===== src/rtl/uart_tx_serializer.sv =====
// UART transmit serialiser: pops bytes from a first-word-fall-through TX FIFO
// and shifts them out as 8N1 frames, one bit every CLKS_PER_BIT clocks.
module uart_tx_serializer #(
    parameter int CLKS_PER_BIT = 16
) (
    input  logic       UartClock,
    input  logic       nReset,
    input  logic [7:0] TxData,
    input  logic [3:0] TFcount,
    output logic       TFdataRead,
    output logic       TX,
    output logic       TxBusy
);

    if (CLKS_PER_BIT < 2 || CLKS_PER_BIT > 65535) begin : g_bad_divider
        $error("uart_tx_serializer: CLKS_PER_BIT must be in 2..65535");
    end

    localparam int CNT_W = $clog2(CLKS_PER_BIT);
    localparam logic [CNT_W-1:0] CNT_LAST = CNT_W'(CLKS_PER_BIT - 1);
    localparam logic [CNT_W-1:0] CNT_ZERO = CNT_W'(0);
    localparam logic [CNT_W-1:0] CNT_ONE  = CNT_W'(1);

    typedef enum logic [1:0] {
        ST_IDLE  = 2'd0,
        ST_START = 2'd1,
        ST_DATA  = 2'd2,
        ST_STOP  = 2'd3
    } state_t;

    state_t           state_q, state_d;
    logic [CNT_W-1:0] cnt_q, cnt_d;
    logic [2:0]       bit_idx_q, bit_idx_d;
    logic [7:0]       shift_q, shift_d;
    logic             tx_q, tx_d;
    logic             busy_q, busy_d;
    logic             cnt_last_s;
    logic             fifo_avail_s;

    assign cnt_last_s   = (cnt_q == CNT_LAST);
    assign fifo_avail_s = (TFcount != 4'd0);

    // Pop strobe is combinational so the FIFO head is consumed on the same edge it is loaded.
    assign TFdataRead = (state_q == ST_IDLE) && fifo_avail_s && nReset;
    assign TX         = tx_q;
    assign TxBusy     = busy_q;

    // Next-state and next-output logic for the frame sequencer.
    always_comb begin
        state_d   = state_q;
        cnt_d     = cnt_q;
        bit_idx_d = bit_idx_q;
        shift_d   = shift_q;
        tx_d      = tx_q;
        case (state_q)
            ST_IDLE: begin
                if (fifo_avail_s) begin
                    shift_d = TxData;
                    tx_d    = 1'b0;
                    cnt_d   = CNT_ZERO;
                    state_d = ST_START;
                end else begin
                    tx_d = 1'b1;
                end
            end
            ST_START: begin
                if (cnt_last_s) begin
                    cnt_d     = CNT_ZERO;
                    bit_idx_d = 3'd0;
                    tx_d      = shift_q[0];
                    state_d   = ST_DATA;
                end else begin
                    cnt_d = cnt_q + CNT_ONE;
                end
            end
            ST_DATA: begin
                if (cnt_last_s) begin
                    cnt_d = CNT_ZERO;
                    if (bit_idx_q == 3'd7) begin
                        tx_d    = 1'b1;
                        state_d = ST_STOP;
                    end else begin
                        bit_idx_d = bit_idx_q + 3'd1;
                        tx_d      = shift_q[bit_idx_q + 3'd1];
                    end
                end else begin
                    cnt_d = cnt_q + CNT_ONE;
                end
            end
            ST_STOP: begin
                if (cnt_last_s) begin
                    cnt_d   = CNT_ZERO;
                    state_d = ST_IDLE;
                end else begin
                    cnt_d = cnt_q + CNT_ONE;
                end
            end
            default: begin
                cnt_d   = CNT_ZERO;
                tx_d    = 1'b1;
                state_d = ST_IDLE;
            end
        endcase
        busy_d = (state_d != ST_IDLE);
    end

    // State and output registers; reset forces the line idle immediately.
    always_ff @(posedge UartClock or negedge nReset) begin
        if (!nReset) begin
            state_q   <= ST_IDLE;
            cnt_q     <= CNT_ZERO;
            bit_idx_q <= 3'd0;
            shift_q   <= 8'h00;
            tx_q      <= 1'b1;
            busy_q    <= 1'b0;
        end else begin
            state_q   <= state_d;
            cnt_q     <= cnt_d;
            bit_idx_q <= bit_idx_d;
            shift_q   <= shift_d;
            tx_q      <= tx_d;
            busy_q    <= busy_d;
        end
    end

endmodule


===== config.mk =====
export PLATFORM = sky130hd
export DESIGN_NAME = uart_tx_serializer
export DESIGN_NICKNAME = d
export VERILOG_FILES = /design/src/rtl/uart_tx_serializer.sv
export SDC_FILE = /design/constraint.sdc
export NUM_CORES = 1
export LEC_CHECK = 0
export ABC_AREA = 1
export CAP_MARGIN = 20
export CORE_MARGIN = 4
export CORE_UTILIZATION = 28
export DETAILED_ROUTE_END_ITERATION = 10
export GPL_ROUTABILITY_DRIVEN = 0
export SLEW_MARGIN = 30
export SYNTH_ARGS = -nofsm -noshare
export SYNTH_HDL_FRONTEND = slang
export SYNTH_SLANG_ARGS = --single-unit

===== constraint.sdc =====
create_clock -name UartClock -period 2.2 [get_ports UartClock]
set_input_delay 0.44 -clock UartClock [delete_from_list [all_inputs] [get_ports UartClock]]
set_output_delay 0.44 -clock UartClock [all_outputs]
set_load 0.1 [all_outputs]

After elaboration in Yosys (flattened, before gate mapping)
Cells that the tools add are included.

Logic and storage cells: 49. Register bits: 19. Bits of input ports: 14. Output and inout port bits: 3.

Mux-type cells: 20. Equality and inequality tests: 9. Reductions and logical operators: 11. $lt $le $gt $ge: 1. Add/sub/neg operators: 2.

Operators with widths (number): $mux W2 (5); $mux W3 (3); $mux W4 (2); $ne A2 B2 Y1 const B (4); $pmux W2 S4 (1); $pmux W4 S2 (1); $pmux W3 S2 (1); $mux W1 (5); $add A4 B1 Y4 const B (1); $eq A2 B2 Y1 const B (2); $eq A4 B4 Y1 const B (1); $lt A3 B4 Y1 const B (1); $reduce_and A4 Y1 (1); $reduce_bool A2 Y1 (2); $reduce_bool A4 Y1 (1); $add A3 B1 Y3 const B (1); $bmux W1 S3 (1); $eq A3 B3 Y1 const B (1); $pmux W1 S3 (1); $reduce_and A3 Y1 (1); $reduce_bool A3 Y1 (1); $reduce_or A3 Y1 (1); $eq A2 B1 Y1 const B (1); $logic_and A1 B1 Y1 (2); 2 further kinds (2).

Depth between registers and ports, before layout
Word-level depth: 6. Gate-level depth with buffers: 9. Gate-level depth less buffers: 9.

Worst setup path after synthesis
OpenSTA, ideal clock, no wires.

Path kind: flip-flop to output port. From: register state_q[1]. To: output port TFdataRead. Data arrival time: 2.143 ns. Setup slack: -0.383 ns. Path buffers: 0. Stages on the path, launching flop included: 5. Required time: 1.760 ns. Cells stage by stage: dfrtp_1 inv_1 ha_1 nand2_4 nor2_1.

Cells in the longest elaborated chain, start to end: 3.

Ends and longest elaborated chain: start: declaration (line 31) `state_t state_q, state_d;`; start signal: assignment (line 117) `state_q <= state_d;`; $logic_not A2 Y1 (line 44) `assign TFdataRead = (state_q == ST_IDLE) && fifo_avail_s && nReset;`; $logic_and A1 B1 Y1 (2 in a row) (line 44); end: declaration (line 10) `output logic TFdataRead,`.

Every way passes these cells.

Worst setup path in the final report
Same ends and word-level chain as after synthesis.

==> impl_results.md <==
* Outcome: completed
* VDD IR max at between 300 and 400 uV
* Clock slew at reported path FFs at roughly 70 ps
* RSZ-0062 raised after global routing: no
* Core area at 3468 um2
* Final Non-Filler Cells at 179
* Final hold viol count at 0
* DR pass1 iterations at 4
* Max cap viols at 0
* Fill cells at between 300 and 400
* Largest net degree at the start of global routing at 20
* WHS at 465.8 ps
* Cells after Synth at between 100 and 150
* Mapped Area at between 1000 and 1500 um2
* Logic pwr share at under 10%
* Detailed Place HPWL at 1576 um
* Commonest non-fill, non-tap cell in the layout: nand2_1
* Antenna diode count at 0
* Post-Place Cell Area at 1276 um2
* Ys async rst share at 100.0%
* Startpoint Class: flip-flop
* Setup Viol. Count Final at 0
* Clk buf depth at 2
* Internal power at ~0.50 mW
* Overall power at approximately 0.62 mW
* CTS root buf: clkbuf_8
* Cts hold-fix bufs at 0
* Final nets at approximately 160
* Syn-to-layout area delta at 26.62%
* Final WL at about 1900 um
* Critical Path AT at 1610 ps
* Yosys reg bits at 19
* Chip width at about 70 um
* Post-synthesis sequential area ratio at a little under half
* Fin crit share at approximately 93%
* Share of cells above drive strength 1 at 18.05%
* # DRC at 0
* Flop pwr share at between 50% and 60%
* Primary FF master, synth: dfrtp_1
* Design Area, Final at around 1300 um2
* Critical path type: flip-flop to output pin
* Postcts setup bufs at 0
* Rel. slew slack at between 80% and 90%
* Setup TNS at 0 ps
* Overflow after GRT at 0
* Slew Limit Fails at 0
* Crit end category: output pin
* Crit Path Max Fanout at 9
* Initial Util at 30.09%
* Sw Pwr at about 0.12 mW
* Syn avg cell area at approximately 9.3 um2
* Worst hold path class: flip-flop to flip-flop
* DR vias at 776
* Crit path time final at slightly above 2000 ps
* CTS Sinks at 19
* Yosys cell types at 24
* Critical Path RT at 1760 ps
* Worst-Margin Slew at about 280 ps
* FMAX at 487.9 MHz
* Vias in the first global route at between 800 and 900
* Initial antenna violation count at 0
* Clk_skew at around 5.3 ps
* I/O pin count at 17
* Drt via density at ~4.3
* CTS tree: yes
* Most frequent cells in the layout: nand2_1 (32), dfrtp_1 (18), clkdlybuf4s50_1 (13)
* First-pass GRT wire length at 3574 um
* Warning count from the yosys run at 0
* IO buf count at 16
* Cts bufs inserted at 3
* H-tree level count at 1
* Sw frac at roughly a fifth
* Die area at between 4000 and 5000 um2
* Synth Net Count at 133
* Worst R2R Setup Slack at approximately 690 ps
* Leak at 0.6200 nW
* DR WL/cell at about 11 um
* Power Dens Cells at roughly 470 nW/um2
* Die height at 69.05 um
* Total GRT Usage at under 10%
* Post-CTS sizing at 0
* Rows at 21
* Clock Latency Late Sink at about 250 ps
* EDFF count, synth at 0
* Clk pwr share at a little under two fifths
* Placed Cells at 175
* Routed Antenna Nets at 0
* First DRT Iteration DRCs at 24
sequential cells by signal, summed over array words and instances (netlist names):
name / cells
shift_q: 8
cnt_q: 4
bit_idx_q: 3
state_q: 2
TX: 1
TxBusy: 1
area by class of cell:
type / instances / area, um2 / area share, %
Clock buffer: 4 / 45.04 / 3.409
Tap cell: 46 / 57.56 / 4.356
Sequential cell: 19 / 476.7 / 36.08
Multi-Input combinational cell: 83 / 531.8 / 40.25
Timing Repair Buffer: 17 / 172.7 / 13.07
Inverter: 10 / 37.54 / 2.841
worst max-delay path: stages, from the launching register on:
cell and delay [ps]:
dfrtp_1 430, inv_1 130, ha_1 310, nand2_4 140, nor2_2 150, buf_12 190
per-stage QoR:
stage | util, % | worst slack [ps]
2_1_floorplan | - | 83.54
3_3_place_gp | 36.80 | 243.3
3_5_place_dp | 36.80 | 235.1
4_1_cts | 38.10 | 137.6
5_1_grt | 38.10 | 13.28
6_report | 38.10 | 150.3
metal layers:
metal,part of all wire (%),GRT usage (%),up-vias,routed length (um)
met5,0,0,-,0
met4,0,0.6508,0,0
met3,5.9,3.779,0,112
met2,47,15.04,15,883
met1,47,11.07,352,901
li1,-,-,409,-
Yosys cell counts, types with 2 or more instances:
| cell type | instances | area share [%] |
|---|---|---|
| nor2_1 | 5 | 1.8 |
| nor2_4 | 2 | 2.2 |
| ha_1 | 7 | 8.4 |
| mux2_1 | 4 | 4.3 |
| nand2_1 | 32 | 12 |
| o21ai_1 | 6 | 2.9 |
| a21oi_1 | 3 | 1.4 |
| inv_1 | 8 | 2.9 |
| nand3_1 | 8 | 3.8 |
| dfrtp_1 | 18 | 43 |
| o21ai_0 | 2 | 0.96 |
| mux2_2 | 4 | 4.3 |
| inv_2 | 2 | 0.72 |
worst paths after layout:
path	cells past startpoint	from	endpoint
max in group asynchronous	2	nReset	TX
hold / removal	2	TX	TX
setup / recovery	5	state_q[1]	TFdataRead
setup reg to reg	7	state_q[1]	TxBusy
min in group asynchronous	2	nReset	cnt_q[1]
hold reg to reg	2	TX	TX
power by group through the flow:
stage / Sequential, mW / Clock, mW / Combinational (mW)
after floorplan: 0.356 / 0 / 0.00315
after global placement: 0.356 / 0 / 0.0350
after detailed placement: 0.356 / 0 / 0.0354
after CTS: 0.349 / 0.252 / 0.0354
after global routing: 0.349 / 0.263 / 0.0387
final: 0.349 / 0.237 / 0.0345
logic make-up (layout without fill, tap and decap cells):
group	after synthesis	in the layout	synth area share, %
adders and majority gates	7	7	8.393
DFF	19	19	45.68
and+or+nand+nor	52	52	24.22
muxes	8	8	8.632
buffers and inverters	10	31	3.598
AOI/OAI and AO/OA	14	14	7.794
xor gates and xnor gates	2	2	1.679
Note: power is estimated with default switching activity, not from simulation.
